===== src/rtl/issue_queue.sv =====
// Out-of-order issue queue: age-matrix oldest-ready select,
// wakeup/bypass of source readiness, branch-mispredict flush.
`timescale 1ns/1ps

package iq_pkg;
  typedef struct packed {
    logic       valid;
    logic [5:0] idx;
    logic       ready;
  } src_t;

  typedef struct packed {
    logic valid;
    src_t rd;
    src_t rs1;
    src_t rs2;
  } rinstr_t;

  typedef struct packed {
    logic       valid;
    logic [5:0] idx;
  } p_reg_t;

  typedef struct packed {
    logic valid;
    logic hit;
  } br_result_t;
endpackage

module issue_queue
  import iq_pkg::*;
#(
  parameter int DEPTH = 8
) (
  input  logic                     clk_i,
  input  logic                     rst_ni,
  input  rinstr_t                  rinstr_i,
  input  p_reg_t                   wakeup_i,
  input  br_result_t               br_result_i,
  input  logic                     issue_ready_i,
  output rinstr_t                  issued_o,
  output logic                     iq_full_o,
  output logic [$clog2(DEPTH):0]   occ_o
);

  localparam int AW = $clog2(DEPTH);

  logic [DEPTH-1:0] valid_q, valid_d;
  logic [DEPTH-1:0] rdy1_q, rdy1_d;
  logic [DEPTH-1:0] rdy2_q, rdy2_d;
  // age_q[i][j] set means entry i is older than entry j
  logic [DEPTH-1:0] age_q [DEPTH];
  logic [DEPTH-1:0] age_d [DEPTH];
  rinstr_t          instr_q [DEPTH];

  logic [DEPTH-1:0] elig;
  logic [DEPTH-1:0] blk;
  logic [DEPTH-1:0] sel;
  logic [DEPTH-1:0] free_oh;
  logic             free_fnd;
  logic             flush;
  logic             enq;
  logic             deq;
  rinstr_t          issued;
  logic [AW:0]      occ;

  function automatic logic src_rdy(src_t s, p_reg_t w);
    return s.ready || !s.valid || (s.idx == 6'd0) ||
           (w.valid && (w.idx == s.idx));
  endfunction

  assign flush = br_result_i.valid && !br_result_i.hit;

  always_comb begin
    elig = valid_q & rdy1_q & rdy2_q;
    blk  = '0;
    sel  = '0;
    for (int i = 0; i < DEPTH; i++) begin
      for (int j = 0; j < DEPTH; j++) begin
        if (elig[j] && age_q[j][i]) blk[i] = 1'b1;
      end
      sel[i] = elig[i] && !blk[i];
    end
  end

  always_comb begin
    issued = '0;
    for (int i = 0; i < DEPTH; i++) begin
      if (sel[i]) issued = instr_q[i];
    end
    issued.valid = |sel;
    if (issued.rs1.valid) issued.rs1.ready = 1'b1;
    if (issued.rs2.valid) issued.rs2.ready = 1'b1;
  end

  always_comb begin
    free_oh  = '0;
    free_fnd = 1'b0;
    for (int i = 0; i < DEPTH; i++) begin
      if (!valid_q[i] && !free_fnd) begin
        free_oh[i] = 1'b1;
        free_fnd   = 1'b1;
      end
    end
  end

  always_comb begin
    occ = '0;
    for (int i = 0; i < DEPTH; i++) begin
      occ = occ + {{AW{1'b0}}, valid_q[i]};
    end
  end

  assign iq_full_o = &valid_q;
  assign occ_o     = occ;
  assign issued_o  = issued;

  assign enq = rinstr_i.valid && !iq_full_o && !flush;
  assign deq = issued.valid && issue_ready_i && !flush;

  always_comb begin
    valid_d = valid_q;
    rdy1_d  = rdy1_q;
    rdy2_d  = rdy2_q;
    age_d   = age_q;
    for (int i = 0; i < DEPTH; i++) begin
      if (wakeup_i.valid && valid_q[i]) begin
        if (instr_q[i].rs1.idx == wakeup_i.idx) rdy1_d[i] = 1'b1;
        if (instr_q[i].rs2.idx == wakeup_i.idx) rdy2_d[i] = 1'b1;
      end
    end
    if (deq) begin
      for (int i = 0; i < DEPTH; i++) begin
        if (sel[i]) begin
          valid_d[i] = 1'b0;
          age_d[i]   = '0;
          for (int j = 0; j < DEPTH; j++) age_d[j][i] = 1'b0;
        end
      end
    end
    if (enq) begin
      for (int i = 0; i < DEPTH; i++) begin
        if (free_oh[i]) begin
          valid_d[i] = 1'b1;
          rdy1_d[i]  = src_rdy(rinstr_i.rs1, wakeup_i);
          rdy2_d[i]  = src_rdy(rinstr_i.rs2, wakeup_i);
          age_d[i]   = '0;
          for (int j = 0; j < DEPTH; j++) begin
            age_d[j][i] = valid_q[j] && !(deq && sel[j]);
          end
        end
      end
    end
    if (flush) begin
      valid_d = '0;
      for (int i = 0; i < DEPTH; i++) age_d[i] = '0;
    end
  end

  always_ff @(posedge clk_i or negedge rst_ni) begin
    if (!rst_ni) begin
      valid_q <= '0;
      rdy1_q  <= '0;
      rdy2_q  <= '0;
      for (int i = 0; i < DEPTH; i++) begin
        age_q[i]   <= '0;
        instr_q[i] <= '0;
      end
    end else begin
      valid_q <= valid_d;
      rdy1_q  <= rdy1_d;
      rdy2_q  <= rdy2_d;
      for (int i = 0; i < DEPTH; i++) begin
        age_q[i] <= age_d[i];
        if (enq && free_oh[i]) instr_q[i] <= rinstr_i;
      end
    end
  end

endmodule


===== config.mk =====
export PLATFORM = sky130hd
export DESIGN_NAME = issue_queue
export DESIGN_NICKNAME = d
export VERILOG_FILES = /design/src/rtl/issue_queue.sv
export SDC_FILE = /design/constraint.sdc
export NUM_CORES = 1
export LEC_CHECK = 0
export CELL_PAD_IN_SITES_DETAIL_PLACEMENT = 1
export CELL_PAD_IN_SITES_GLOBAL_PLACEMENT = 1
export CORE_ASPECT_RATIO = 0.9
export CORE_MARGIN = 2
export CORE_UTILIZATION = 42
export DETAILED_ROUTE_END_ITERATION = 10
export GPL_TIMING_DRIVEN = 1
export PLACE_DENSITY_LB_ADDON = 0.1
export SKIP_CTS_REPAIR_TIMING = 1
export SLEW_MARGIN = 0
export SYNTH_ARGS = -nofsm -noshare
export SYNTH_HDL_FRONTEND = slang
export SYNTH_SLANG_ARGS = --single-unit

===== constraint.sdc =====
create_clock -name clk_i -period 3.6 [get_ports clk_i]
set_clock_uncertainty 0.1 [all_clocks]
set_input_delay 0.72 -clock clk_i [delete_from_list [all_inputs] [get_ports clk_i]]
set_output_delay 0.72 -clock clk_i [all_outputs]
set_load 0.01 [all_outputs]

==> impl_metrics.py, run 1 <==
metrics = {
    "floorplan": {
        "die_h_um": 183.7,
        "rows": 65,
        "dieArea_sq_um": 37400,
        "die_w_um": 203.6,
        "core_area_sq_um": 35220,
        "start_util_pct": 42.78,
        "pin_count": 67,
    },
    "detailed_routing": {
        "drtIter0Drc": 1403,
        "detail_route.wirelength.met1_mm": 27.99,
        "routedWlPerCell_um": 27.47,
        "drcViolationCount": 0,
        "drtAntennaViolNets": 0,
        "top_layer_used": "met5",
        "num_vias": 14830,
        "wl_met3_mm": 5.596,
        "first_pass_iters": 5,
        "vias_per_cell": 6.239,
        "drt_wl_total_mm": 65.29,
        "met2_length_mm": 29.22,
    },
    "worst_setup_path": {
        "critPathLaunchType": "flop",
        "regToRegEndpoint": "age_q[39]",
        "reg2reg_depth": 11,
        "required_ps": 2780,
        "r2r-start": "valid_q[1]",
        "cp-end-kind": "output port",
        "cp_max_fo": 2,
        "reg2reg_setup_slack_ps": 760,
        "crit_type": "reg -> out",
        "critPathArrivalTime_ps": 3440,
    },
    "clocking": {
        "cts.path.max_buffers": 3,
        "cts_root_buffer": "clkbuf_16",
        "clkLatencyLatePin_ps": 530,
        "path_clk_slew_ps": 60,
        "cts_buffers": 34,
        "htreeDepth": 2,
        "cts.sinks": 280,
        "cts_tree": "built",
    },
    "placed_design": {
        "dp.cells": 2291,
        "placed_area_sq_um": 17150,
        "io_buffers": 66,
        "dp_slack_ps": -531.8,
        "place_congestion": 0.9227,
        "dp_hpwl_mm": 42.36,
    },
    "cells_and_area": {
        "instances_no_fill": 2377,
        "design_area_sq_um": 19040,
        "drive_gt1_share_pct": 20.55,
        "nets": 1933,
        "diodes": 0,
        "syn_to_final_growth_pct": 26.36,
        "fillCellCount": 4029,
        "fin_util_pct": 54.06,
    },
    "power": {
        "p_int_mw": 8.346,
        "power_frac_seq_pct": 33.5,
        "swShare_pct": 37.48,
        "p_switching_mw": 5.003,
        "vdd_drop_max_uv": 341.5,
        "leakage_nw": 9.154,
        "p_clk_share_pct": 26.8,
        "finalPower_mw": 13.35,
        "p_comb_share_pct": 39.7,
        "power_density_nw_per_um2": 701.2,
    },
    "yosys": {
        "synthTopCellsByArea": "dfrtp_1 (47%), nand2_1 (13%), xor2_1 (5.6%)",
        "synthArstFlopShare_pct": 100.0,
        "synth_warnings": 0,
        "synth.most_common_cell": "nand2_1",
        "syn_area_sq_um": 15070,
        "syn_area_per_cell_sq_um": 8.580,
        "synth_seq_cells": 280,
        "yosysUniqueCellTypes": 67,
        "synth_seq_area_share_pct": 46.51,
        "synth_top_area_share_pct": 46.51,
        "synth_edf_count": 0,
        "synthesis.nets": 1803,
        "synth_top_area_cell": "dfrtp_1",
        "synth_top_cells_by_count": "nand2_1 (537), dfrtp_1 (280), clkbuf_1 (112)",
        "synth_cells": 1756,
        "synth_ff_type": "dfrtp_1",
    },
    "global_routing": {
        "grtUsageTotal_pct": 34.36,
        "antenna_found_initial": 3,
        "grt_pass1_wl_mm": 95.77,
        "grt_pass1_vias": 15180,
        "grt_max_degree": 79,
        "grt_overflow": 0,
    },
    "sta": {
        "worst_pin_slew_ps": 1091,
        "whs_ps": 96.92,
        "min_period_ps": 4260,
        "setup_ws_ps": -659.5,
        "fin_setup_tns_ps": -8766,
        "drv_slew": 0,
        "finalHoldViolations": 0,
        "fin_crit_sh_pct": 118.3,
        "slew_headroom_pct": 27.10,
        "finalSetupViolCount": 29,
        "rsz0062_at_grt": "true",
        "clock.fmax_mhz": 234.8,
    },
    "outcome": {
        "violations": "setup timing",
        "status": "finished with violations",
    },
    "worst_hold_path": {
        "hp-class": "in -> async",
    },
    "run": {
        "maxCapViolations": 0,
    },
}
## flip-flops by register name (all words and copies together) (netlist names)
| name | flops |
|---|---|
| age_q | 64 |
| rdy2_q | 8 |
| rdy1_q | 8 |
| instr_q | 192 |
| valid_q | 8 |
## cells in the final DEF, fill, tap and decap left out, drive strengths merged, types with 41 or more instances in the layout
| cell | Yosys | final |
|---|---|---|
| o21ai | 102 | 102 |
| buf | 51 | 216 |
| nand2 | 537 | 537 |
| nand3 | 53 | 53 |
| xor2 | 96 | 96 |
| nor3 | 41 | 41 |
| nand4 | 56 | 56 |
| a21oi | 67 | 67 |
| clkbuf | 112 | 48 |
| dfrtp | 280 | 280 |
| inv | 49 | 51 |
## worst max-delay path: stages (launching register included)
cell	delay, ps
dfrtp_1	400
fa_1	560
inv_2	40
fa_1	510
fa_2	580
inv_2	40
ha_4	150
inv_2	50
fa_2	420
inv_2	60
buf_6	90
## cell type report
type                    count  area, sq um  share of cell area (%)
inverters                  50        187.7                  0.9859
clock buffers              45        933.4                   4.903
clock inverters            13        178.9                  0.9399
multi-input cells        1264         7794                   40.94
well taps                 469        586.8                   3.082
flip-flops and latches    280         7014                   36.85
repair buffers            256         2342                   12.30
## power by group through the flow
stage	logic, mW	registers (mW)	clock network, mW
floorplan	2.52	4.29	0
global placement	4.46	4.44	0
detailed placement	4.56	4.46	0
CTS	4.60	4.42	3.63
global route	5.65	4.55	3.76
finish	5.30	4.48	3.58
## cell families (layout without fill, tap and decap cells)
| family | Yosys count | in the layout | synth area share (%) |
|---|---|---|---|
| simple gates | 788 | 789 | 23.63 |
| fa+ha+maj | 10 | 10 | 1.030 |
| xor+xnor | 109 | 109 | 6.337 |
| buf+inv | 213 | 364 | 5.830 |
| mux | 26 | 26 | 1.927 |
| compound gates | 330 | 330 | 14.74 |
| flops | 280 | 280 | 46.51 |
## layer usage
layer / vias to the layer above / GRT usage, %
met2: 700 / 51.59
met5: - / 0
met3: 169 / 8.614
li1: 6326 / -
met1: 7634 / 47.36
met4: 2 / 14.13
## worst max-delay path by stage
stage / start / end / slack [ps] / depth (start not counted)
finish: valid_q[3] / occ_o[1] / -660 / 10
global route: valid_q[3] / occ_o[1] / -770 / 10
CTS: valid_q[0] / occ_o[2] / -1090 / 10
detailed placement: valid_q[0] / occ_o[2] / -530 / 10
global placement: valid_q[0] / occ_o[2] / -470 / 10
floorplan: valid_q[0] / occ_o[1] / 20 / 9
(Power assumes the default switching activity.)
==> inputs of run 2 (changes only) <==
--- a/config.mk
+++ b/config.mk
@@ -8,13 +8,12 @@
 export CELL_PAD_IN_SITES_DETAIL_PLACEMENT = 1
 export CELL_PAD_IN_SITES_GLOBAL_PLACEMENT = 1
 export CORE_ASPECT_RATIO = 0.9
-export CORE_MARGIN = 2
 export CORE_UTILIZATION = 42
 export DETAILED_ROUTE_END_ITERATION = 10
 export GPL_TIMING_DRIVEN = 1
 export PLACE_DENSITY_LB_ADDON = 0.1
 export SKIP_CTS_REPAIR_TIMING = 1
-export SLEW_MARGIN = 0
+export SLEW_MARGIN = 20
 export SYNTH_ARGS = -nofsm -noshare
 export SYNTH_HDL_FRONTEND = slang
 export SYNTH_SLANG_ARGS = --single-unit
==> run 2 against run 1 <==
The run ends with hold timing, setup timing left. Sequential power about the same. Combinational power about the same. Sequential cell count unchanged. Largest power group unchanged.
==> impl_metrics.py, run 2 (synthesis results as in run 1) <==
metrics = {
    "clocking": {
        "path_clk_slew_ps": 60,
        "cts_root_buffer": "clkbuf_16",
        "cts.path.max_buffers": 3,
        "cts_buffers": 31,
        "clkLatencyLatePin_ps": 600,
        "cts.sinks": 280,
        "htreeDepth": 1,
        "cts_tree": "built",
    },
    "detailed_routing": {
        "drtIter0Drc": 1255,
        "routedWlPerCell_um": 26.81,
        "first_pass_iters": 5,
        "drt_wl_total_mm": 63.12,
        "drcViolationCount": 0,
        "vias_per_cell": 6.152,
        "num_vias": 14480,
        "drtAntennaViolNets": 0,
    },
    "worst_setup_path": {
        "cp-end-kind": "output port",
        "crit_path_start": "valid_q[1]",
        "reg2reg_setup_slack_ps": 650,
        "critPathArrivalTime_ps": 3510,
        "required_ps": 2780,
        "critPathLaunchType": "flop",
        "cp_max_fo": 2,
        "crit_type": "reg -> out",
        "r2r-start": "valid_q[1]",
    },
    "placed_design": {
        "place_congestion": 0.9455,
        "io_buffers": 66,
        "dp_hpwl_mm": 41.13,
        "dp.cells": 2280,
    },
    "run": {
        "maxCapViolations": 0,
    },
    "floorplan": {
        "core_area_sq_um": 35220,
        "dieArea_sq_um": 36630,
        "start_util_pct": 42.78,
        "pin_count": 67,
        "die_h_um": 181.7,
        "die_w_um": 201.6,
        "rows": 65,
    },
    "sta": {
        "fin_setup_tns_ps": -13020,
        "finalHoldViolations": 21,
        "whs_ps": -7.805,
        "slew_headroom_pct": 24.93,
        "fin_crit_sh_pct": 120.3,
        "setup_ws_ps": -731.4,
        "clock.fmax_mhz": 230.9,
        "rsz0062_at_grt": "true",
        "min_period_ps": 4331,
        "finalSetupViolCount": 29,
        "worst_pin_slew_ps": 1123,
        "drv_slew": 0,
    },
    "cells_and_area": {
        "largest_reg_flops": 192,
        "drive_gt1_share_pct": 19.95,
        "nets": 1912,
        "final_common_cell": "nand2_1",
        "fin_util_pct": 53.70,
        "diodes": 0,
        "final_cell_mix": "nand2_1 (531), dfrtp_1 (273), buf_4 (130)",
        "syn_to_final_growth_pct": 25.52,
        "largestRegisters": "instr_q: 192 flops, age_q: 64 flops",
        "instances_no_fill": 2354,
        "regMostFlops": "instr_q",
    },
    "worst_hold_path": {
        "hp-class": "in -> async",
    },
    "global_routing": {
        "grt_max_degree": 81,
        "grtUsageTotal_pct": 34.41,
        "antenna_found_initial": 1,
        "grt_pass1_wl_mm": 94.92,
        "grt_overflow": 0,
        "grt_pass1_vias": 14980,
    },
    "outcome": {
        "status": "finished with violations",
        "violations": "hold timing, setup timing",
    },
    "power": {
        "finalPower_mw": 13.05,
        "leakage_nw": 9.054,
        "vdd_drop_max_uv": 423.2,
        "power_density_nw_per_um2": 690.0,
    },
}
-- run 2: path summary, 6_finish.rpt --
check / end / depth (start not counted)
worst max-delay path: occ_o[1] / 10
worst min-delay path: instr_q[29] / 1
worst max register to register: age_q[34] / 12
worst min register to register: instr_q[173] / 2
max in group asynchronous: instr_q[90] / 2
min in group clk_i: instr_q[173] / 2
-- run 2: final cells by class --
type | instances | area, sq um
tap | 469 | 586.8
fill | 4032 | 16300
timing repair buffer | 239 | 2238
sequential | 280 | 7015
multi-input combinational | 1263 | 7866
clock buffer | 46 | 902.1
inverter | 50 | 187.7
clock inverter | 7 | 113.9
-- run 2: metal layers --
metal | vias up | routed length [um] | track usage (%)
met3 | 136 | 5356 | 7.771
met5 | - | 0 | 0
met1 | 7406 | 26950 | 47.45
met2 | 664 | 28600 | 53.16
li1 | 6276 | - | -
met4 | 0 | 2209 | 12.00
-- run 2: power breakdown --
group	total (mW)	internal, mW	switching, mW
sequential	4.46	3.86	0.600
combinational	5.29	2.37	2.92
clock	3.29	1.92	1.37
-- run 2: per-stage QoR --
| stage | cell area, sq um | worst slack [ps] |
|---|---|---|
| after floorplan | 15080 | 23.60 |
| after global placement | 17130 | -474.2 |
| after detailed placement | 17130 | -519.6 |
| after CTS | 18140 | -1127 |
| after global routing | 18910 | -826.5 |
| final | 18910 | -731.4 |
-- run 2: critical path: stages (launching register included) --
cell and delay [ps]:
dfrtp_1 410, fa_1 560, inv_2 40, fa_1 500
fa_1 500, inv_2 80, ha_4 130, inv_2 40
fa_2 520, inv_2 30, buf_6 110
